## src/rtl/riscv_pkg.sv

```systemverilog
// ============================================================================
// Module  : riscv_pkg
// Brief   : Shared encodings for the RV32I writeback stage (result source,
//           load funct3 codes, writeback FSM states).
// Revision: 1.0
// ============================================================================
`default_nettype none

package riscv_pkg;

  localparam logic [1:0] RESULT_ALU  = 2'b00;
  localparam logic [1:0] RESULT_LOAD = 2'b01;
  localparam logic [1:0] RESULT_PC4  = 2'b10;

  localparam logic [2:0] F3_LB  = 3'b000;
  localparam logic [2:0] F3_LH  = 3'b001;
  localparam logic [2:0] F3_LW  = 3'b010;
  localparam logic [2:0] F3_LBU = 3'b100;
  localparam logic [2:0] F3_LHU = 3'b101;

  typedef enum logic [1:0] {
    ST_IDLE      = 2'd0,
    ST_WAIT_LOAD = 2'd1,
    ST_WRITE     = 2'd2
  } wb_state_e;

endpackage

`default_nettype wire

```

## src/rtl/riscv_wb_stage_if.sv

```systemverilog
// ============================================================================
// Module  : riscv_wb_stage_if
// Brief   : MEM -> WB retirement handshake and instruction payload.
// Revision: 1.0
// ============================================================================
`default_nettype none

interface riscv_wb_stage_if #(
  parameter int XLEN = 32
);
  logic            in_valid;
  logic            in_ready;
  logic            in_reg_write;
  logic [4:0]      in_rd;
  logic [1:0]      in_result_src;
  logic [XLEN-1:0] in_alu_result;
  logic [XLEN-1:0] in_pc_plus4;
  logic [2:0]      in_funct3;

  modport master (
    output in_valid, in_reg_write, in_rd, in_result_src,
           in_alu_result, in_pc_plus4, in_funct3,
    input  in_ready
  );

  modport slave (
    input  in_valid, in_reg_write, in_rd, in_result_src,
           in_alu_result, in_pc_plus4, in_funct3,
    output in_ready
  );
endinterface

`default_nettype wire

```

## src/rtl/riscv_load_align.sv

```systemverilog
// ============================================================================
// Module  : riscv_load_align
// Brief   : Combinational load extraction: selects byte/half/word from the raw
//           memory word by address LSBs and sign- or zero-extends it.
// Revision: 1.0
// ============================================================================
`default_nettype none

module riscv_load_align
  import riscv_pkg::*;
(
  input  logic [2:0]  funct3,
  input  logic [1:0]  addr_lo,
  input  logic [31:0] rdata,
  output logic [31:0] data
);

  logic [7:0]  byte_sel;
  logic [15:0] half_sel;

  always_comb begin
    byte_sel = rdata[{addr_lo, 3'b000} +: 8];
    // Halfword select ignores addr_lo[0]: misaligned halves are not trapped here
    half_sel = addr_lo[1] ? rdata[31:16] : rdata[15:0];
    case (funct3)
      F3_LB:   data = {{24{byte_sel[7]}}, byte_sel};
      F3_LH:   data = {{16{half_sel[15]}}, half_sel};
      F3_LBU:  data = {24'd0, byte_sel};
      F3_LHU:  data = {16'd0, half_sel};
      F3_LW:   data = rdata;
      default: data = rdata;
    endcase
  end

endmodule

`default_nettype wire

```

## src/rtl/riscv_wb_stage.sv

```systemverilog
// ============================================================================
// Module  : riscv_wb_stage
// Brief   : RV32I writeback stage: one-entry holding buffer, load-wait FSM,
//           registered register-file write port, sticky spurious-rvalid flag.
//           Optional retired-instruction counter under RISCV_WB_INSTRET_EN.
// Revision: 1.0
// ============================================================================
`default_nettype none

module riscv_wb_stage
  import riscv_pkg::*;
#(
  parameter int XLEN = 32
`ifdef RISCV_WB_INSTRET_EN
  , parameter int INSTRET_W = 64
`endif
) (
  input  logic             clk,
  input  logic             rst,
  riscv_wb_stage_if.slave  mem,
  input  logic             dmem_rvalid,
  input  logic [XLEN-1:0]  dmem_rdata,
  output logic             we3,
  output logic [4:0]       wa3,
  output logic [XLEN-1:0]  wd3,
  output logic             dmem_spurious
`ifdef RISCV_WB_INSTRET_EN
  , output logic [INSTRET_W-1:0] instret
`endif
);

  wb_state_e       state_q, state_d;
  logic            we3_q, we3_d;
  logic [4:0]      wa3_q, wa3_d;
  logic [XLEN-1:0] wd3_q, wd3_d;
  logic            spurious_q, spurious_d;

  // Holding buffer for the instruction in flight
  logic            reg_write_q, reg_write_d;
  logic [4:0]      rd_q, rd_d;
  logic [2:0]      funct3_q, funct3_d;
  logic [1:0]      addr_lo_q, addr_lo_d;

  logic            accept;
  logic [XLEN-1:0] direct_result;
  logic [XLEN-1:0] load_data;

  riscv_load_align u_load_align (
    .funct3  (funct3_q),
    .addr_lo (addr_lo_q),
    .rdata   (dmem_rdata),
    .data    (load_data)
  );

  assign mem.in_ready = (state_q != ST_WAIT_LOAD);
  assign accept       = mem.in_valid & mem.in_ready;

  always_comb begin
    case (mem.in_result_src)
      RESULT_PC4: direct_result = mem.in_pc_plus4;
      RESULT_ALU: direct_result = mem.in_alu_result;
      default:    direct_result = mem.in_alu_result;
    endcase
  end

  always_comb begin
    state_d     = state_q;
    we3_d       = 1'b0;
    wa3_d       = wa3_q;
    wd3_d       = wd3_q;
    reg_write_d = reg_write_q;
    rd_d        = rd_q;
    funct3_d    = funct3_q;
    addr_lo_d   = addr_lo_q;
    spurious_d  = spurious_q | (dmem_rvalid & (state_q != ST_WAIT_LOAD));

    case (state_q)
      ST_WAIT_LOAD: begin
        if (dmem_rvalid) begin
          state_d = ST_WRITE;
          if (reg_write_q && (rd_q != 5'd0)) begin
            we3_d = 1'b1;
            wa3_d = rd_q;
            wd3_d = load_data;
          end
        end
      end
      default: begin
        if (accept) begin
          reg_write_d = mem.in_reg_write;
          rd_d        = mem.in_rd;
          funct3_d    = mem.in_funct3;
          addr_lo_d   = mem.in_alu_result[1:0];
          if (mem.in_result_src == RESULT_LOAD) begin
            state_d = ST_WAIT_LOAD;
          end else begin
            state_d = ST_WRITE;
            if (mem.in_reg_write && (mem.in_rd != 5'd0)) begin
              we3_d = 1'b1;
              wa3_d = mem.in_rd;
              wd3_d = direct_result;
            end
          end
        end else begin
          state_d = ST_IDLE;
        end
      end
    endcase
  end

  always_ff @(posedge clk or posedge rst) begin
    if (rst) begin
      state_q     <= ST_IDLE;
      we3_q       <= 1'b0;
      wa3_q       <= 5'd0;
      wd3_q       <= '0;
      spurious_q  <= 1'b0;
      reg_write_q <= 1'b0;
      rd_q        <= 5'd0;
      funct3_q    <= 3'd0;
      addr_lo_q   <= 2'd0;
    end else begin
      state_q     <= state_d;
      we3_q       <= we3_d;
      wa3_q       <= wa3_d;
      wd3_q       <= wd3_d;
      spurious_q  <= spurious_d;
      reg_write_q <= reg_write_d;
      rd_q        <= rd_d;
      funct3_q    <= funct3_d;
      addr_lo_q   <= addr_lo_d;
    end
  end

  assign we3           = we3_q;
  assign wa3           = wa3_q;
  assign wd3           = wd3_q;
  assign dmem_spurious = spurious_q;

`ifdef RISCV_WB_INSTRET_EN
  logic [INSTRET_W-1:0] instret_q, instret_d;

  // Every WRITE cycle retires one instruction, including rd=x0 and no-write ops
  always_comb begin
    instret_d = instret_q;
    if (state_q == ST_WRITE) begin
      instret_d = instret_q + {{(INSTRET_W-1){1'b0}}, 1'b1};
    end
  end

  always_ff @(posedge clk or posedge rst) begin
    if (rst) begin
      instret_q <= '0;
    end else begin
      instret_q <= instret_d;
    end
  end

  assign instret = instret_q;
`endif

endmodule

`default_nettype wire

```

## src/flat_wrapper.sv

```systemverilog
// flat-port wrapper written by rule: the top's interface ports become plain ports
module riscv_wb_stage_flat import riscv_pkg::*;
#(
  parameter int XLEN = 32

)
  (clk, rst, dmem_rvalid, dmem_rdata, we3, wa3, wd3, dmem_spurious, mem_in_valid, mem_in_reg_write, mem_in_rd, mem_in_result_src, mem_in_alu_result, mem_in_pc_plus4, mem_in_funct3, mem_in_ready);
  riscv_wb_stage_if #(.XLEN(XLEN)) mem_i ();
  input  logic clk;
  input  logic rst;
  input  logic dmem_rvalid;
  input  logic [XLEN-1:0] dmem_rdata;
  output logic we3;
  output logic [4:0] wa3;
  output logic [XLEN-1:0] wd3;
  output logic dmem_spurious;
  input wire logic [$bits(mem_i.in_valid)-1:0] mem_in_valid;
  input wire logic [$bits(mem_i.in_reg_write)-1:0] mem_in_reg_write;
  input wire logic [$bits(mem_i.in_rd)-1:0] mem_in_rd;
  input wire logic [$bits(mem_i.in_result_src)-1:0] mem_in_result_src;
  input wire logic [$bits(mem_i.in_alu_result)-1:0] mem_in_alu_result;
  input wire logic [$bits(mem_i.in_pc_plus4)-1:0] mem_in_pc_plus4;
  input wire logic [$bits(mem_i.in_funct3)-1:0] mem_in_funct3;
  output wire logic [$bits(mem_i.in_ready)-1:0] mem_in_ready;
  assign mem_i.in_valid = mem_in_valid;
  assign mem_i.in_reg_write = mem_in_reg_write;
  assign mem_i.in_rd = mem_in_rd;
  assign mem_i.in_result_src = mem_in_result_src;
  assign mem_i.in_alu_result = mem_in_alu_result;
  assign mem_i.in_pc_plus4 = mem_in_pc_plus4;
  assign mem_i.in_funct3 = mem_in_funct3;
  assign mem_in_ready = mem_i.in_ready;
  riscv_wb_stage #(.XLEN(XLEN)) u_core (.clk(clk), .rst(rst), .mem(mem_i), .dmem_rvalid(dmem_rvalid), .dmem_rdata(dmem_rdata), .we3(we3), .wa3(wa3), .wd3(wd3), .dmem_spurious(dmem_spurious));
endmodule
```

## config.mk

```make
export PLATFORM = sky130hd
export DESIGN_NAME = riscv_wb_stage_flat
export DESIGN_NICKNAME = d
export VERILOG_FILES = /design/src/rtl/riscv_pkg.sv /design/src/rtl/riscv_wb_stage_if.sv /design/src/rtl/riscv_load_align.sv /design/src/rtl/riscv_wb_stage.sv /design/src/flat_wrapper.sv
export SDC_FILE = /design/constraint.sdc
export NUM_CORES = 1
export LEC_CHECK = 0
export CORE_MARGIN = 4
export CORE_UTILIZATION = 45
export DETAILED_ROUTE_END_ITERATION = 7
export GPL_TIMING_DRIVEN = 0
export PLACE_DENSITY = 0.86
export SETUP_SLACK_MARGIN = 0.5
export SLEW_MARGIN = 20
export SYNTH_ARGS = -nofsm -noshare
export SYNTH_HDL_FRONTEND = slang
export SYNTH_SLANG_ARGS = --single-unit
```

## constraint.sdc

```tcl
create_clock -name clk -period 3.04 [get_ports clk]
set_input_delay 0.304 -clock clk [delete_from_list [all_inputs] [get_ports clk]]
set_output_delay 0.304 -clock clk [all_outputs]
set_load 0.005 [all_outputs]
```

==> flow_summary.ini <==
[clock_network]
cts_resized = 1
cts.sinks = 52
clk_pin_slew_ns = 0.10
root_buffer = clkbuf_8
cts_made_buffers = 5
postCtsHoldBufs = 0
htreeDepth = 2
cts.path.max_buffers = 2
cts_tree = done
insertion_delay_ns = 0.31
post_cts_buffers = 0

[worst_setup_path]
end_kind = output pin
slowest_stage = clkdlybuf4s50_1
cp.depth = 5
cp-startpoint = u_core.state_q[0]
cpPeakStageDelay_ns = 0.56
worstReg2RegStart = u_core.addr_lo_q[1]
start_kind = flop
worstSetupPathType = reg2out
r2r_slack_ns = 0.83
critPathBufInv = 4
worstPathMaxFanout = 10
crit_chain = nor2b_1 -> inv_1 -> clkbuf_2 -> buf_2 -> clkdlybuf4s50_1
arrival_ns = 2.05
timing.rr.end = u_core.wd3[16]
cp.required_ns = 2.74
cp_top_family = buffers and inverters
critPathCapture = mem_in_ready
r2r_cells = 6

[floorplanning]
fp.dieW_microns = 94.6
initial_core_util_pct = 46.5
io_pins = 151
die_area_sq_mm = 0.00895
core_region_area_sq_mm = 0.00725
die_y_microns = 94.6
rows = 31

[grt]
grt_pass1_vias = 3436
overflow = 0
grtUsageTotal_pct = 26.3
grt_max_degree = 28
grt_pass1_wl_mm = 18.2
grt_antenna_before_repair = 0

[layout]
final_cells = 569
diodes = 0
finish.instance_area_sq_mm = 0.00518
drive_gt1_share_pct = 18.1
fin_nets = 580
area_delta_synth_final_pct = 53.5

[power_and_ir_drop]
seqPwrFrac_pct = 35.8
p_sw_w = 0.000766
switching_share_pct = 27.9
p_clk_share_pct = 23.9
ir_worst_vdd_v = 0.000264
powerDensity_mw_per_mm2 = 530
power_leakage_nw = 2.19
combPwrFrac_pct = 40.4
intPower_w = 0.00198

[route]
drcViolationCount = 0
drt_first_pass_iters = 5
drt_iter0_markers = 274
wl_per_cell_microns = 20.9
wl_mm = 11.9
routed_via_density = 5.91
antenna_left = 0
vias = 3363

[sta]
relSlewSlack_pct = 47.5
setup_viol = 0
fin_hold_ws_ns = 0.376
worst_pin_slew_ns = 0.787
min_period_over_period_pct = 77.3
hold_violations = 0
min_period_ns = 2.35
layout_setup_ws_ns = 0.689
rsz0062_at_grt = no
setup-tns-final_ns = 0
skew_ns = 0.00647
maxSlewViolCount = 0
max_clock_freq_ghz = 0.425

[synth]
async_flop_share_pct = 100
synth.area.top_cells = dfrtp_1 39%, mux2_2 13%, mux2i_1 11%, mux2_4 7.1%, a32oi_1 4.2%
ys.flop_type = dfrtp_1
synth_top_area_cell = dfrtp_1
synth_seq_area_share_pct = 38.6
synth_nets = 422
synth_cell_type_count = 42
yosys-top-cells-count = 52 x dfrtp_1, 38 x mux2_2, 37 x mux2i_1
synthDominantCellAreaShare_pct = 38.6
post-synth-top-count-cell = dfrtp_1
avgSynthCellArea_sq_um = 10.9
yosys_warnings = 0
ys_seq_elements = 52
synthCells = 311
synth_edf_count = 0
syn_area_sq_mm = 0.00337

[placement]
dp.cells = 561
place_congestion = 0.925
pre_cts_slack_ns = 0.550
dpl_cell_area_sq_mm = 0.00502
hpwl_mm = 9.34
io_buffers = 150

[worst_hold_path]
hold_class = in2async

[status]
status = finished, final reports clean

[job]
maxCapViolations = 0
[worst reg2reg max path, delay by kind of cell (launching register included)]
kind                   cells  cell delay, ns
multiplexers               2            0.58
buffers and inverters      2            0.58
flip-flops                 1            0.36
AO/OA/AOI/OAI              2            0.60
[flip-flops by register name (all words and copies together) (netlist names)]
register              cells
u_core.dmem_spurious      1
u_core.funct3_q           3
u_core.wd3               32
u_core.state_q            2
u_core.we3                1
u_core.reg_write_q        1
u_core.addr_lo_q          2
u_core.wa3                5
u_core.rd_q               5
[final cells by class]
cell class	instances	area, sq um
Clock inverter	3	90.1
Sequential cell	52	1300
Multi-Input combinational cell	223	1890
Tap cell	99	124
Fill cell	525	2070
Inverter	6	22.5
Buffer	30	160
Clock buffer	5	68.8
Timing Repair Buffer	151	1520
[power groups by stage]
| stage | Combinational (W) | Clock (W) | Sequential [W] |
|---|---|---|---|
| after global routing | 0.00118 | 0.000687 | 0.00100 |
| after CTS | 0.00111 | 0.000663 | 0.000979 |
| after global placement | 0.00107 | 0 | 0.000980 |
| after detailed placement | 0.00110 | 0 | 0.000991 |
| after floorplan | 0.000483 | 0 | 0.000988 |
| final | 0.00111 | 0.000656 | 0.000983 |
[metrics by stage]
step	power (W)	util [%]
final	0.00275	71.4
after global routing	0.00287	71.4
after CTS	0.00275	71.4
after detailed placement	0.00209	69.2
after global placement	0.00205	68.9
after floorplan	0.00147	-
[logic make-up after synthesis]
logic type	after synthesis	synth area share (%)
mux	92	31.4
compound gates	68	15.9
simple gates	63	8.71
flops	52	38.6
buf+inv	36	5.34
[cells in the final DEF, fill, tap and decap left out, types with 7 or more instances in the layout]
cell and instances:
clkbuf_1 12, dfrtp_1 52, mux2_2 38, a311oi_1 8
mux2_4 16, nor2_1 7, a221oi_1 7, a32oi_1 16
buf_2 9, nand2_1 34, o21ai_0 11, o22ai_1 8
mux2i_1 37, clkdlybuf4s50_1 150
[how the worst min path moves through the flow]
stage / from / to / slack [ns] / depth (start not counted)
3_3_place_gp: u_core.dmem_spurious / u_core.dmem_spurious / 0.44 / 1
4_1_cts: rst / u_core.rd_q[4] / 0.39 / 2
2_1_floorplan: dmem_rvalid / u_core.state_q[0] / 0.39 / 1
3_5_place_dp: u_core.dmem_spurious / u_core.dmem_spurious / 0.45 / 1
6_report: rst / u_core.rd_q[4] / 0.38 / 2
5_1_grt: rst / u_core.rd_q[4] / 0.43 / 2
[routing by layer]
layer  vias to the layer above  part of all wire [%]  global-route usage, %
met2                       221                    48                   43.8
met4                         0                   3.6                   10.3
met1                      1602                    37                   31.4
li1                       1498                     -                      -
met3                        42                    12                   8.92
met5                         -                     0                      0
(Power assumes the default switching activity.)
